[src/rtl/switch_event_controller.sv]
// Switch event controller: per-port PRESS/RELEASE/LONG(/REPEAT) events into a round-robin fed FIFO.
// Latency: input edge at cycle 0 -> event at FIFO head in cycle 2; REPEAT needs SWITCH_EVENT_REPEAT_EN.
// Backpressure: full FIFO stalls the arbiter, pending slots hold; an event for a busy slot is dropped and sets overflow.

module switch_event_fifo #(
  parameter int WIDTH = 8,
  parameter int DEPTH = 4
) (
  input  logic             clock,
  input  logic             reset,
  input  logic             push_vld,
  output logic             push_rdy,
  input  logic [WIDTH-1:0] push_dat,
  output logic             pop_vld,
  input  logic             pop_rdy,
  output logic [WIDTH-1:0] pop_dat
);
  localparam int AW = (DEPTH > 1) ? $clog2(DEPTH) : 1;

  logic [WIDTH-1:0] mem [DEPTH];
  logic [AW-1:0]    wr_ptr;
  logic [AW-1:0]    rd_ptr;
  logic [AW:0]      count;
  logic             push;
  logic             pop;

  // A full FIFO still accepts a push in the cycle its head is popped.
  assign pop_vld  = (count != '0);
  assign push_rdy = (count != (AW+1)'(DEPTH)) || pop_rdy;
  assign push     = push_vld && push_rdy;
  assign pop      = pop_vld && pop_rdy;
  assign pop_dat  = pop_vld ? mem[rd_ptr] : '0;

  always_ff @(posedge clock) begin
    if (reset) begin
      wr_ptr <= '0;
      rd_ptr <= '0;
      count  <= '0;
    end else begin
      if (push) begin
        mem[wr_ptr] <= push_dat;
        wr_ptr      <= wr_ptr + AW'(1);
      end
      if (pop) rd_ptr <= rd_ptr + AW'(1);
      case ({push, pop})
        2'b10:   count <= count + (AW+1)'(1);
        2'b01:   count <= count - (AW+1)'(1);
        default: count <= count;
      endcase
    end
  end
endmodule

module switch_event_controller #(
  parameter longint CLOCK_HZ      = 12_000_000,
  parameter int     PORT_BITS     = 4,
  parameter int     LONG_PRESS_MS = 500,
  parameter int     REPEAT_MS     = 100,
  parameter int     FIFO_DEPTH    = 4,
  localparam int    PW            = (PORT_BITS > 1) ? $clog2(PORT_BITS) : 1
) (
  input  logic                 clock,
  input  logic                 reset,
  input  logic [PORT_BITS-1:0] sw_in,
  output logic                 event_valid,
  input  logic                 event_ready,
  output logic [PW-1:0]        event_port,
  output logic [1:0]           event_kind,
  output logic                 overflow,
  input  logic                 overflow_clear
);
  localparam logic [31:0] DIV_MAX = 32'(CLOCK_HZ / 64'd1000 - 64'd1);
  localparam int MAX_MS = (LONG_PRESS_MS > REPEAT_MS) ? LONG_PRESS_MS : REPEAT_MS;
  localparam int CW     = $clog2(MAX_MS + 1);

  typedef enum logic [1:0] {ST_IDLE, ST_HELD, ST_LONG} state_t;
  typedef enum logic [1:0] {K_PRESS, K_RELEASE, K_LONG, K_REPEAT} kind_t;

  logic [31:0]          div_q;
  logic                 tick;
  logic [PORT_BITS-1:0] sw_prev;
  logic [PORT_BITS-1:0] rise;
  logic [PORT_BITS-1:0] fall;
  state_t               state_q [PORT_BITS];
  state_t               state_d [PORT_BITS];
  logic [CW-1:0]        cnt_q   [PORT_BITS];
  logic [CW-1:0]        cnt_d   [PORT_BITS];
  logic [PORT_BITS-1:0] ev_gen;
  kind_t                ev_kind [PORT_BITS];
  logic [PORT_BITS-1:0] slot_vld;
  kind_t                slot_kind [PORT_BITS];
  logic [PW-1:0]        last_q;
  logic [PW-1:0]        cand;
  logic [PW-1:0]        gnt_idx;
  logic                 req_any;
  logic                 push_rdy;
  logic                 grant_fire;
  logic [PORT_BITS-1:0] gnt_mask;
  logic                 drop;
  logic [PW+1:0]        fifo_dat;

  assign tick = (div_q == DIV_MAX);
  assign rise = sw_in & ~sw_prev;
  assign fall = ~sw_in & sw_prev;

  // Loading sw_prev during reset keeps a switch held across reset from looking like a new press.
  always_ff @(posedge clock) begin
    sw_prev <= sw_in;
    if (reset) div_q <= '0;
    else       div_q <= tick ? '0 : div_q + 32'd1;
  end

  always_ff @(posedge clock) begin
    for (int i = 0; i < PORT_BITS; i++) begin
      if (reset) begin
        state_q[i] <= ST_IDLE;
        cnt_q[i]   <= '0;
      end else begin
        state_q[i] <= state_d[i];
        cnt_q[i]   <= cnt_d[i];
      end
    end
  end

  always_comb begin
    for (int i = 0; i < PORT_BITS; i++) begin
      state_d[i] = state_q[i];
      cnt_d[i]   = cnt_q[i];
      ev_gen[i]  = 1'b0;
      ev_kind[i] = K_PRESS;
      if (fall[i]) begin
        // A release in IDLE belongs to a press from before reset and stays silent.
        state_d[i] = ST_IDLE;
        cnt_d[i]   = '0;
        ev_gen[i]  = (state_q[i] != ST_IDLE);
        ev_kind[i] = K_RELEASE;
      end else begin
        case (state_q[i])
          ST_IDLE: if (rise[i]) begin
            state_d[i] = ST_HELD;
            cnt_d[i]   = '0;
            ev_gen[i]  = 1'b1;
          end
          ST_HELD: if (tick) begin
            if (cnt_q[i] == CW'(LONG_PRESS_MS - 1)) begin
              state_d[i] = ST_LONG;
              cnt_d[i]   = '0;
              ev_gen[i]  = 1'b1;
              ev_kind[i] = K_LONG;
            end else begin
              cnt_d[i] = cnt_q[i] + CW'(1);
            end
          end
          ST_LONG: begin
`ifdef SWITCH_EVENT_REPEAT_EN
            if (tick) begin
              if (cnt_q[i] == CW'(REPEAT_MS - 1)) begin
                cnt_d[i]   = '0;
                ev_gen[i]  = 1'b1;
                ev_kind[i] = K_REPEAT;
              end else begin
                cnt_d[i] = cnt_q[i] + CW'(1);
              end
            end
`endif
          end
          default: state_d[i] = ST_IDLE;
        endcase
      end
    end
  end

  // Round-robin: walk downward so the nearest port after last_q wins.
  always_comb begin
    req_any = 1'b0;
    gnt_idx = '0;
    cand    = '0;
    for (int k = PORT_BITS; k >= 1; k--) begin
      cand = PW'((int'(last_q) + k) % PORT_BITS);
      if (slot_vld[cand]) begin
        req_any = 1'b1;
        gnt_idx = cand;
      end
    end
  end

  assign grant_fire = req_any && push_rdy;
  assign gnt_mask   = grant_fire ? (PORT_BITS'(1) << gnt_idx) : '0;
  assign drop       = |(ev_gen & slot_vld & ~gnt_mask);

  always_ff @(posedge clock) begin
    if (reset) begin
      slot_vld <= '0;
      last_q   <= PW'(PORT_BITS - 1);
      overflow <= 1'b0;
      for (int i = 0; i < PORT_BITS; i++) slot_kind[i] <= K_PRESS;
    end else begin
      for (int i = 0; i < PORT_BITS; i++) begin
        if (ev_gen[i] && (!slot_vld[i] || gnt_mask[i])) begin
          slot_vld[i]  <= 1'b1;
          slot_kind[i] <= ev_kind[i];
        end else if (gnt_mask[i]) begin
          slot_vld[i] <= 1'b0;
        end
      end
      if (grant_fire) last_q <= gnt_idx;
      overflow <= (overflow && !overflow_clear) || drop;
    end
  end

  switch_event_fifo #(
    .WIDTH (PW + 2),
    .DEPTH (FIFO_DEPTH)
  ) u_fifo (
    .clock    (clock),
    .reset    (reset),
    .push_vld (req_any),
    .push_rdy (push_rdy),
    .push_dat ({gnt_idx, slot_kind[gnt_idx]}),
    .pop_vld  (event_valid),
    .pop_rdy  (event_ready),
    .pop_dat  (fifo_dat)
  );

  assign {event_port, event_kind} = fifo_dat;
endmodule

[config.mk]
export PLATFORM = sky130hd
export DESIGN_NAME = switch_event_controller
export DESIGN_NICKNAME = d
export VERILOG_FILES = /design/src/rtl/switch_event_controller.sv
export SDC_FILE = /design/constraint.sdc
export NUM_CORES = 1
export LEC_CHECK = 0
export CAP_MARGIN = 5
export CORE_MARGIN = 4
export CORE_UTILIZATION = 45
export CTS_CLUSTER_DIAMETER = 100
export DETAILED_ROUTE_END_ITERATION = 8
export MAX_ROUTING_LAYER = met4
export SLEW_MARGIN = 10
export SYNTH_ARGS = -nofsm -noshare
export SYNTH_HDL_FRONTEND = slang
export SYNTH_SLANG_ARGS = --single-unit
[constraint.sdc]
create_clock -name clock -period 2.5 [get_ports clock]
set_input_delay 0.5 -clock clock [delete_from_list [all_inputs] [get_ports clock]]
set_output_delay 0.5 -clock clock [all_outputs]
set_load 0.01 [all_outputs]
# Word-level counts from Yosys, hierarchy flattened
# Memories as Yosys holds them, arrays and structs flattened. A register that Yosys moved wholly into a read port is not among the register bits.
# Index checks and enable logic that the tools add are counted.
# op_classes
n_addsub	13
n_lt_le_gt_ge	4
eq_ne	16
n_shift	1
muxes	135
bitwise	19
n_reduce_logical	34
# op_table
cell	count
9-bit two-way mux	20
2-bit two-way mux	46
9-bit case mux with 2 select lines	4
1-bit two-way mux	50
9-bit by 1-bit adder with 9-bit output (second input constant)	4
9-bit equality test (second input constant)	4
32-bit by 1-bit adder with 32-bit output (second input constant)	1
32-bit by 14-bit equality test with 1-bit output (second input constant)	1
2-bit case mux with 3 select lines	4
2-bit nonzero test	9
4-bit bitwise AND	4
2-bit by 3-bit less-than comparator with 1-bit output (second input constant)	4
4-bit NOT	3
1-bit bitwise OR	12
2-bit by 1-bit equality test with 1-bit output (second input constant)	5
2-bit equality test (second input constant)	5
2-bit by 1-bit adder with 2-bit output (second input constant)	4
1-bit binary-select mux with 2-bit select	4
2-bit zero test	4
4-bit two-way mux	2
1-bit case mux with 2 select lines	4
1-bit logical AND	7
1-bit logical OR	6
3-bit case mux with 2 select lines	1
other kinds (9)	14
# word_totals
register_bits	50
mem_bits_rw	68
input_bits	8
output_inout_bits	6
word_cells	237
mem_count	4
# mem_list
memory	depth	width	read_ports	rd_ports_with_merged_regs	wr	line	rtl
cnt_q	4	9	4	0	4	86	logic [CW-1:0] cnt_q [PORT_BITS];
u_fifo.mem	4	4	1	1	1	20	logic [WIDTH-1:0] mem [DEPTH];
slot_kind	4	2	1	0	4	91	kind_t slot_kind [PORT_BITS];
state_q	4	2	4	0	4	84	state_t state_q [PORT_BITS];

# Depth between registers and ports, before layout
# Gate-level depths: netlist of the first run.
# depth
ltp_word	15
depth_mapped	9
mapped_depth_nobuf	8

# Hierarchy
# A second synthesis of the first run with hierarchy kept.
# hier_totals
hier_cells	620
area_unflattened_um2	5945.7
# by_module_without_submodules
module	n_inst	cells_each	area_per_inst_um2	seq_area_each_um2
switch_event_controller	1	542	4860.9	1981.9
switch_event_fifo	1	78	1084.8	660.6

# Worst setup path after synthesis of the first run
# Ideal clock, no wire load.
# synth_path
path_kind	input to register
from	in event_ready
to	reg u_fifo.count[2]
setup_time_ps	71
arrival_ps	2567
required_ps	2429
path_slack_ps	-138
cell_stages	8
path_buffers	0
path_cell_list	or4b_2 -> o41ai_2 -> ha_1 -> inv_1 -> fa_1 -> xor2_1 -> or3_1 -> a21oi_1
# synth_via
elab_chain_len	4
elab_cells_between_ends	7
cone_classes	2 x eq/ne; 1 x mux; 4 x reduce/logical
# synth_rtl
item	line	rtl
start: declaration	66	input logic event_ready,
1-bit logical OR	29	assign push_rdy = (count != (AW+1)'(DEPTH)) || pop_rdy;
1-bit logical AND	30	assign push = push_vld && push_rdy;
2-bit by 1-bit equality test with 1-bit output / 2-bit equality test (equally long branches)	45	case ({push, pop})
3-bit case mux with 2 select lines / 2-bit nonzero test (equally long branches)	--	
end signal: assignment	46	2'b10: count <= count + (AW+1)'(1);
end signal: assignment	47	2'b01: count <= count - (AW+1)'(1);
end signal: assignment	48	default: count <= count;
end: declaration	23	logic [AW:0] count;
# Several ways; a longest one is shown, not always the timed one.
# A chain may end at the register's enable or synchronous reset.

==> results.md, run 1 <==
| Item | Value |
|---|---|
| Crit start category | flop |
| Die Outline Area | 14600 sq um |
| Number of rows in the core area | 41 |
| Area Growth Syn to Fin | 19.6% |
| H-tree lvl count | 4 |
| Via count | 4404 |
| CP Data Arrival Time | 1.91 ns |
| Net switching power of the design | 1.26 mW |
| Clock slew seen by the registers of the worst setup and hold paths | 0.05 ns |
| Fraction of registers with async set or reset after synthesis | 0% |
| Number of enable-type register cells in the synthesized netlist | 24 |
| Number of filler instances in the final layout | 1132 |
| Design Area, Final | 6870 sq um |
| Number of global-route vias before repair | 4278 |
| CP max FO | 4 |
| Largest buffer count on any clock path | 2 |
| Placement-stage cell area | 6270 sq um |
| Cell-by-cell listing of the critical path | mux4_2 -> and2_1 -> clkdlybuf4s50_1 |
| Number of buffer cells added on primary ports | 13 |
| Tightest Pin Transition | 0.610 ns |
| Outcome | completed |
| Biggest cell delay along the critical path | 0.48 ns |
| Max Cap Violations | 0 |
| DRC marker count from the first detailed-route iteration | 304 |
| Hold slack | 0.429 ns |
| Top FF cell, synth | dfxtp_1 |
| Portion of the post-synthesis area used by sequential elements | 46.0% |
| Power share of the clock group | 42.6% |
| Number of nets in the finished design | 670 |
| Die width | 121 microns |
| Share of cells above drive strength 1 | 13.6% |
| Max stage delay cell, worst path | mux4_2 |
| Total of flip-flops plus latches after synthesis | 120 |
| Clock insertion delay at the later pin of the skew report | 0.41 ns |
| GR Overflow Total | 0 |
| Starting density of the core | 45.7% |
| Worst-case headroom to the max-slew limit | 59.1% |
| GR met2 Demand/Resource | 26.2% |
| Final routed wire length divided by cell count | 13.5 microns |
| Number of placed I/O pins | 14 |
| Hold Vio Cnt, Final | 0 |
| Combined area of the multi-input logic cells | 2970 sq um |
| Synth Instances | 607 |
| Power density relative to cell area | 760 nW/um^2 |
| CORE AREA | 12600 sq um |
| Die outline height | 121 microns |
| Met1 Use GR | 21.2% |
| Maximum achievable frequency | 0.415 GHz |
| Inserted Diodes | 0 |
| Number of sinks driven by the clock tree | 120 |
| Number of pins with negative max-slew slack in the final report | 0 |
| Yosys warning total | 0 |
| CTS tree | yes |
| Non-Filler Instances | 835 |
| Maximum number of pins on one net before global-route repair | 34 |
| Cts bufs inserted | 17 |
| Global-route wire length before repair | 19600 microns |
| GR Util All Layers | 17.1% |
| Final setup skew | 0.00648 ns |
| Fraction of power consumed by combinational cells | 14.9% |
| Final routed wirelength across all metal layers | 11300 microns |
| Final setup viols | 0 |
| Internal cell power | 3.96 mW |
| Buffer cell driving the clock tree root | clkbuf_16 |
| DRC errors left | 0 |
| Synthesized area per cell | 9.46 sq um |
| VDD IR-drop max | 449 uV |
| Number of antenna violations at the first check in global routing | 0 |
| Placed Cells | 802 |
| Setup repair after global routing missed its margin | false |
| Relative contribution of sequential cells to total power | 42.5% |
| Number of hold-repair buffers added at the cts stage | 0 |
| Leakage power figure | 2.39 nW |
| Clock period minus worst slack | 2.41 ns |
| Switching portion of total power | 24.2% |
| Period utilization | 96.4% |
| Vias per cell | 5.27 |
| GP Congestion | 0.840 |
| Req. time, crit path | 2.00 ns |
| Post-Synthesis Net Count | 626 |
| Flip-flop and latch area | 2650 sq um |
| Type of the worst setup path | reg2out |
| Post-synthesis instance area | 5740 sq um |
| Number of distinct standard cells referenced by the synthesized netlist | 56 |
| Detailed-router iteration count before antenna repair | 4 |
| Antenna-violating nets left | 0 |
| HP Class | reg2reg |
| Total half-perimeter wirelength after legalization and detailed placement | 7920 microns |
| Met3 layer usage reported by global route | 4.62% |
| Global routing's busiest layer | met2 |
| Nature of the critical path endpoint | output pin |
per-stage QoR:
stage / power [mW] / setup TNS, ns / setup slack (ns) / util [%]
2_1_floorplan: 2.73 / 0 / 0.0546 / -
3_3_place_gp: 3.00 / -0.374 / -0.305 / 49.9
3_5_place_dp: 3.02 / -0.498 / -0.370 / 49.9
4_1_cts: 5.28 / 0 / 0.0258 / 54.3
5_1_grt: 5.49 / 0 / 0.00291 / 54.7
6_report: 5.22 / 0 / 0.0893 / 54.7
sequential cells by signal (all words and copies together) (netlist names), named ones only:
name,flops
u_fifo.count,3
slot_vld,4
u_fifo.rd_ptr,2
cnt_q,36
sw_prev,4
div_q,32
u_fifo.mem,16
state_q,8
u_fifo.wr_ptr,2
slot_kind,8
last_q,2
overflow,1
worst paths after layout:
check / to / from / depth (start not counted) / slack (ns)
min reg2reg: div_q[0] / div_q[0] / 1 / 0.43
max: event_kind[0] / flop / 3 / 0.09
max reg2reg: cnt_q[0][5] / div_q[24] / 8 / 0.12
min: div_q[0] / div_q[0] / 1 / 0.43
critical path: cells and delay by family, from the launching register on:
family	cells	cell delay (ns)
mux	1	0.48
buf+inv	1	0.47
simple gates	1	0.16
flops	1	0.38
cells in the final DEF, fill, tap and decap left out, drive strengths merged, types with 4 or more instances in the layout:
cell           netlist  layout
clkdlybuf4s50        0      12
a21oi               22      22
edfxtp              24      24
o21bai               4       4
a211oi              17      17
dfxtp               96      96
nor4                 9       9
nand4               22      22
xnor2               40      40
o21a                 5       5
a21o                 5       5
and3                 4       4
xor2                18      18
buf                  8      36
nand2b              16      16
ha                  10      10
inv                 20      20
nor2                91      91
a2111oi              8       8
nand3               24      24
nor2b                7       7
nand4b               4       4
mux2i                6       6
and2                12      12
o31ai                6       6
mux4                 4       4
and4                 6       6
or4                 10      10
nand2               31      31
nor3                13      13
clkbuf              16      29
or3                  6       6
a21boi               5       5
o21ai               10      10
synth_stat cells, drive strengths merged, types with 13 or more instances:
master,number,area [sq um]
nand4,22,156
a211oi,17,128
xor2,18,158
nand2b,16,100
xnor2,40,350
clkbuf,16,60.1
nand2,31,116
inv,20,75.1
dfxtp,96,1920
edfxtp,24,721
nor2,91,342
nand3,24,125
nor3,13,70.1
a21oi,22,110
cell families after synthesis:
| logic type | count (synthesis) | share of synthesized area, % |
|---|---|---|
| AND/OR/NAND/NOR | 267 | 25.0 |
| buffers and inverters | 44 | 3.05 |
| flip-flops | 120 | 46.0 |
| adder cells (fa/ha/maj) | 11 | 2.53 |
| AO/OA/AOI/OAI | 94 | 11.4 |
| multiplexers | 13 | 3.20 |
| XOR/XNOR | 58 | 8.84 |
metal layers:
layer,up-vias,part of all wire [%]
li1,2265,-
met1,2071,48
met2,49,47
met3,19,3.1
met4,0,2.0
met5,-,0
power by group through the flow:
stage,logic [mW],clock network (mW),registers [mW]
final,0.781,2.22,2.22
after global routing,0.871,2.38,2.23
after CTS,0.771,2.29,2.22
after detailed placement,0.767,0,2.25
after global placement,0.749,0,2.25
after floorplan,0.510,0,2.22
timing repair:
action                                  in CTS  in global routing
endpoints found under the setup margin       4                 25
setup buffers                                0                  2
pin swaps                                    0                  4
resized for setup                            2                  8
area by class of cell:
class / count / area share [%]
tap: 172 / 3.13
clock inverter: 2 / 0.146
clock buffer: 29 / 7.87
multi-input combinational: 443 / 43.2
timing repair buffer: 49 / 6.05
sequential: 120 / 38.5
inverter: 20 / 1.09
(Power assumes the default switching activity.)
==> inputs of run 2 (changes only) <==
- TNS_END_PERCENT: default -> 30
- clock period: 2.5 -> 2.8 ns (I/O delays scaled with it)
==> results.md, run 2 (synthesis gave the netlist of run 1 again) <==
| Item | Value | Delta |
|---|---|---|
| Largest buffer count on any clock path | 2 | unchanged |
| Leading registers by flop count | cnt_q: 36 flops, div_q: 32 flops, u_fifo.mem: 16 flops | unchanged |
| Die outline height | 121 microns | unchanged |
| CP Data Arrival Time | 2.99 ns | was 1.91 ns |
| GR Util All Layers | 17.4% | was 17.1% |
| Power density relative to cell area | 690 nW/um^2 | was 760 nW/um^2 |
| Via count | 4399 | was 4404 |
| Starting density of the core | 45.7% | unchanged |
| Max Cap Violations | 0 | unchanged |
| Biggest cell delay along the critical path | 0.67 ns | was 0.48 ns |
| Number of hold-repair buffers added at the cts stage | 0 | unchanged |
| Leakage power figure | 2.27 nW | was 2.39 nW |
| Buffer cell driving the clock tree root | clkbuf_16 | unchanged |
| Cts bufs inserted | 17 | unchanged |
| Inserted Diodes | 0 | unchanged |
| Number of nets in the finished design | 654 | was 670 |
| Number of placed I/O pins | 14 | unchanged |
| CP max FO | 2 | was 4 |
| GR Overflow Total | 0 | unchanged |
| Die Outline Area | 14600 sq um | unchanged |
| HP Class | reg2reg | unchanged |
| Global-route wire length before repair | 19800 microns | was 19600 microns |
| Cell-by-cell listing of the critical path | clkdlybuf4s50_1 -> or4b_2 -> o41ai_2 -> ha_1 -> inv_1 -> fa_1 -> xor2_1 -> or3_1 -> a21oi_1 | was mux4_2 -> and2_1 -> clkdlybuf4s50_1 |
| Number of filler instances in the final layout | 1168 | was 1132 |
| Number of antenna violations at the first check in global routing | 0 | unchanged |
| Final routed wire length divided by cell count | 13.8 microns | was 13.5 microns |
| Placed Cells | 788 | was 802 |
| Most common cell after layout, fill and taps aside | dfxtp_1 | unchanged |
| Final design utilization | 53.2% | was 54.7% |
| Worst-case reg-to-reg path depth | 7 | was 8 |
| Outcome | completed | unchanged |
| Number of buffers and inverters on the critical path | 2 | was 1 |
| Clock insertion delay at the later pin of the skew report | 0.41 ns | about the same |
| Number of global-route vias before repair | 4262 | was 4278 |
| Worst Hold Depth | 1 | unchanged |
| Cell family contributing the most delay on the critical path | simple AND/OR/NAND/NOR gates | was multiplexers |
| Combined area of the multi-input logic cells | 2930 sq um | was 2970 sq um |
| Detailed-router iteration count before antenna repair | 4 | unchanged |
| Antenna-violating nets left | 0 | unchanged |
| Maximum number of pins on one net before global-route repair | 32 | was 34 |
| H-tree lvl count | 4 | unchanged |
| Number of sinks driven by the clock tree | 120 | unchanged |
| Hold Vio Cnt, Final | 0 | unchanged |
| Startpoint of the worst register-to-register path | div_q[26] | was div_q[24] |
| CTS tree | yes | unchanged |
| Placement-stage cell area | 6140 sq um | was 6270 sq um |
| Worst-case headroom to the max-slew limit | 64.1% | was 59.1% |
| Number of rows in the core area | 41 | unchanged |
| Area Growth Syn to Fin | 16.4% | was 19.6% |
| Vias per cell | 5.36 | was 5.27 |
| Total half-perimeter wirelength after legalization and detailed placement | 8060 microns | was 7920 microns |
| Buffer count from post-CTS setup fixing | 0 | unchanged |
| CORE AREA | 12600 sq um | unchanged |
| Number of pins with negative max-slew slack in the final report | 0 | unchanged |
| Top reg by flops | cnt_q | unchanged |
| GP Congestion | 0.804 | was 0.840 |
| Quantity of gates resized following cts | 0 | was 2 |
| Final setup viols | 0 | unchanged |
| Setup repair after global routing missed its margin | false | unchanged |
| Non-Filler Instances | 820 | was 835 |
| DRC marker count from the first detailed-route iteration | 182 | was 304 |
| DRC errors left | 0 | unchanged |
| Hold_sp | div_q[0] | unchanged |
| Pre-CTS setup slack | -0.267 ns | was -0.370 ns |
| Type of the worst setup path | in2reg | was reg2out |
| Req. time, crit path | 3.14 ns | was 2.00 ns |
| Most used cells in the layout excluding fill and tap cells | 96 x dfxtp_1, 91 x nor2_1, 40 x xnor2_1, 31 x nand2_1, 24 x edfxtp_1 | was 94 x dfxtp_1, 91 x nor2_1, 40 x xnor2_1, 35 x buf_4, 31 x nand2_1 |
| Internal reg-to-reg setup slack | 0.23 ns | was 0.12 ns |
| Tightest Pin Transition | 0.526 ns | was 0.610 ns |
| Die width | 121 microns | unchanged |
| Nature of the critical path endpoint | flop | was output pin |
| Period utilization | 94.7% |  |
| Flip-flop and latch area | 2640 sq um | was 2650 sq um |
| Max stage delay cell, worst path | or4b_2 | was mux4_2 |
| Worst R2R End | cnt_q[0][8] | was cnt_q[0][5] |
| Final setup skew | 0.00684 ns | was 0.00648 ns |
| Hold-critical path endpoint | div_q[0] | unchanged |
| Maximum achievable frequency | 0.377 GHz |  |
| Crit start category | primary input | was flop |
| Worst Setup Slack, final | 0.148 ns | was 0.0893 ns |
| Design Area, Final | 6680 sq um | was 6870 sq um |
| Clock slew seen by the registers of the worst setup and hold paths | 0.05 ns | about the same |
| Clock period minus worst slack | 2.65 ns |  |
| Number of buffer cells added on primary ports | 13 | unchanged |
| Share of cells above drive strength 1 | 10.0% | was 13.6% |
| Final routed wirelength across all metal layers | 11300 microns | about the same |
| VDD IR-drop max | 340 uV | was 449 uV |
| Flip-flop count of the largest register after layout | 36 | unchanged |
run 2: how the worst max path moves through the flow:
stage                                 end  cells after the start  slack, ns   startpoint
final                     u_fifo.count[2]                      9       0.15  event_ready
after global routing          cnt_q[2][6]                      7       0.02    div_q[27]
after CTS                   event_kind[1]                      3       0.15         flop
after detailed placement  u_fifo.count[2]                      9      -0.27  event_ready
after global placement    u_fifo.count[2]                      9      -0.19  event_ready
after floorplan           u_fifo.count[2]                      8       0.10  event_ready
run 2: power by group:
part	total, mW	internal [mW]	switching [mW]
Clock	1.99	1.27	0.719
Combinational	0.653	0.330	0.323
Sequential	1.97	1.88	0.0876
run 2: stage by stage:
| step | power (mW) | hold WS (ns) | TNS [ns] |
|---|---|---|---|
| 6_report | 4.61 | 0.469 | 0 |
| 5_1_grt | 4.85 | 0.501 | 0 |
| 4_1_cts | 4.68 | 0.468 | 0 |
| 3_5_place_dp | 2.67 | 0.456 | -0.267 |
| 3_3_place_gp | 2.64 | 0.440 | -0.191 |
| 2_1_floorplan | 2.42 | 0.430 | 0 |
run 2: final cells by class:
class                   count  share of cell area (%)
clock buffers              30                    7.99
clock inverters             2                   0.150
inverters                  20                    1.12
multi-input cells         443                    43.8
flip-flops and latches    120                    39.5
well taps                 172                    3.22
repair buffers             33                    4.19
run 2: worst register-to-register path: cells and delay by family (launching register included):
kind	cells	cell delay [ns]
buffers and inverters	1	0.18
flip-flops	1	0.34
AO/OA/AOI/OAI	2	0.48
AND/OR/NAND/NOR	4	1.50
run 2: layer usage:
metal  vias up  part of all wire [%]  track usage, %  wire length [microns]
met4         0                   1.8            8.22                    199
met5         -                     0               -                      0
met2        56                    50            27.6                   5610
met3        16                   2.6            3.78                    292
met1      2084                    46            21.0                   5220
li1       2243                     -               -                      -
==> inputs of run 3 (changes only) <==
- CORE_ASPECT_RATIO: default -> 0.8
- CORE_UTILIZATION: 45 -> 35
==> results.md, run 3 (synthesis gave the netlist of run 1 again) <==
| Item | Value | Delta |
|---|---|---|
| Number of placed I/O pins | 14 | unchanged |
| Crit start category | primary input | unchanged |
| Final setup viols | 0 | unchanged |
| Die width | 151 microns | was 121 microns |
| Die outline height | 123 microns | was 121 microns |
| GR Overflow Total | 0 | unchanged |
| Startpoint of the worst register-to-register path | div_q[0] | was div_q[26] |
| Maximum achievable frequency | 0.375 GHz | was 0.377 GHz |
| Number of rows in the core area | 41 | unchanged |
| GP Congestion | 0.836 | was 0.804 |
| Clock period minus worst slack | 2.67 ns | was 2.65 ns |
| Final routed wire length divided by cell count | 13.3 microns | was 13.8 microns |
| VDD IR-drop max | 311 uV | was 340 uV |
| Total half-perimeter wirelength after legalization and detailed placement | 7940 microns | was 8060 microns |
| Hold-critical path endpoint | div_q[0] | unchanged |
| Internal reg-to-reg setup slack | 0.25 ns | was 0.23 ns |
| Cts bufs inserted | 17 | unchanged |
| Nature of the critical path endpoint | flop | unchanged |
| Flip-flop count of the largest register after layout | 36 | unchanged |
| Most common cell after layout, fill and taps aside | dfxtp_1 | unchanged |
| Number of sinks driven by the clock tree | 120 | unchanged |
| Buffer cell driving the clock tree root | clkbuf_16 | unchanged |
| Number of antenna violations at the first check in global routing | 0 | unchanged |
| Clock slew seen by the registers of the worst setup and hold paths | 0.05 ns | about the same |
| CP max FO | 2 | unchanged |
| CORE AREA | 16000 sq um | was 12600 sq um |
| Maximum number of pins on one net before global-route repair | 34 | was 32 |
| Req. time, crit path | 3.14 ns | about the same |
| Number of hold-repair buffers added at the cts stage | 0 | unchanged |
| CP Data Arrival Time | 3.00 ns | was 2.99 ns |
| Clock insertion delay at the later pin of the skew report | 0.41 ns | about the same |
| Max Cap Violations | 0 | unchanged |
| Hold_sp | div_q[0] | unchanged |
| Detailed-router iteration count before antenna repair | 4 | unchanged |
| Hold Vio Cnt, Final | 0 | unchanged |
| Quantity of gates resized following cts | 0 | unchanged |
| Share of cells above drive strength 1 | 10.1% | was 10.0% |
| DRC errors left | 0 | unchanged |
| Leakage power figure | 2.29 nW | was 2.27 nW |
| HP Class | reg2reg | unchanged |
| Period utilization | 95.2% | was 94.7% |
| Global-route wire length before repair | 19800 microns | about the same |
| Leading registers by flop count | cnt_q: 36 flops, div_q: 32 flops, u_fifo.mem: 16 flops | unchanged |
| Number of filler instances in the final layout | 1532 | was 1168 |
| Inserted Diodes | 0 | unchanged |
| Hold slack | 0.466 ns | was 0.469 ns |
| Outcome | completed | unchanged |
| Final setup skew | 0.00796 ns | was 0.00684 ns |
| Die Outline Area | 18500 sq um | was 14600 sq um |
| GR Util All Layers | 13.7% | was 17.4% |
| Tightest Pin Transition | 0.652 ns | was 0.526 ns |
| H-tree lvl count | 4 | unchanged |
| Number of global-route vias before repair | 4349 | was 4262 |
| CTS tree | yes | unchanged |
| Final routed wirelength across all metal layers | 11500 microns | was 11300 microns |
| Starting density of the core | 36.0% | was 45.7% |
| Worst Hold Depth | 1 | unchanged |
| Worst R2R End | div_q[28] | was cnt_q[0][8] |
| Antenna-violating nets left | 0 | unchanged |
| Vias per cell | 5.13 | was 5.36 |
| Number of buffer cells added on primary ports | 13 | unchanged |
| Worst-case reg-to-reg path depth | 6 | was 7 |
| Most used cells in the layout excluding fill and tap cells | 96 x dfxtp_1, 91 x nor2_1, 40 x xnor2_1, 31 x nand2_1, 24 x edfxtp_1 | unchanged |
| Power density relative to cell area | 722 nW/um^2 | was 690 nW/um^2 |
| Top reg by flops | cnt_q | unchanged |
| Number of pins with negative max-slew slack in the final report | 0 | unchanged |
| Worst-case headroom to the max-slew limit | 56.4% | was 64.1% |
| Total negative setup slack | 0 ns | unchanged |
| Type of the worst setup path | in2reg | unchanged |
| Buffer count from post-CTS setup fixing | 0 | unchanged |
| Largest buffer count on any clock path | 2 | unchanged |
| Via count | 4405 | was 4399 |
| Number of nets in the finished design | 650 | was 654 |
| Setup repair after global routing missed its margin | false | unchanged |
| Area Growth Syn to Fin | 18.5% | was 16.4% |
| DRC marker count from the first detailed-route iteration | 342 | was 182 |
| Total Power | 4.91 mW | was 4.61 mW |
## run 3: stage by stage
stage | utilization (%) | instances | instance area [sq um] | setup slack, ns
floorplan | - | 607 | 5740 | 0.102
global placement | 38.7 | 827 | 6180 | -0.185
global route | 42.7 | 859 | 6810 | 0.0115
detailed placement | 38.7 | 827 | 6180 | -0.272
finish | 42.7 | 859 | 6810 | 0.133
CTS | 42.7 | 859 | 6810 | 0.141
## run 3: critical path, cell delays in order
cell             delay [ns]
clkdlybuf4s50_1        0.43
or4b_2                 0.66
o41ai_2                0.09
ha_1                   0.23
inv_1                  0.06
fa_1                   0.37
xor2_1                 0.15
or3_1                  0.30
a21oi_1                0.15
## run 3: how the worst max path moves through the flow
stage                            from               to  slack [ns]  cells past startpoint
final                     event_ready  u_fifo.count[2]        0.13                      9
after global routing        div_q[27]      cnt_q[3][6]        0.01                      6
after CTS                 event_ready  u_fifo.count[2]        0.14                      9
after detailed placement  event_ready  u_fifo.count[2]       -0.27                      9
after global placement    event_ready  u_fifo.count[2]       -0.19                      9
after floorplan           event_ready  u_fifo.count[2]        0.10                      8
## run 3: cell type report
type	count	area [sq um]	share of cell area [%]
multi-input cells	443	2930	43.0
inverters	20	75.1	1.10
clock buffers	25	517	7.59
well taps	215	269	3.95
repair buffers	29	263	3.86
flip-flops and latches	120	2640	38.8
clock inverters	7	113	1.65
## run 3: metal layers
layer,share of wire (%),global-route usage (%)
met2,46,20.7
met1,50,17.2
met4,1.1,5.10
met3,2.9,4.17
met5,0,-
## run 3: power by group
part	switching (mW)	total, mW	internal, mW
clock network	0.741	2.29	1.54
registers	0.0873	1.97	1.88
logic	0.325	0.655	0.330
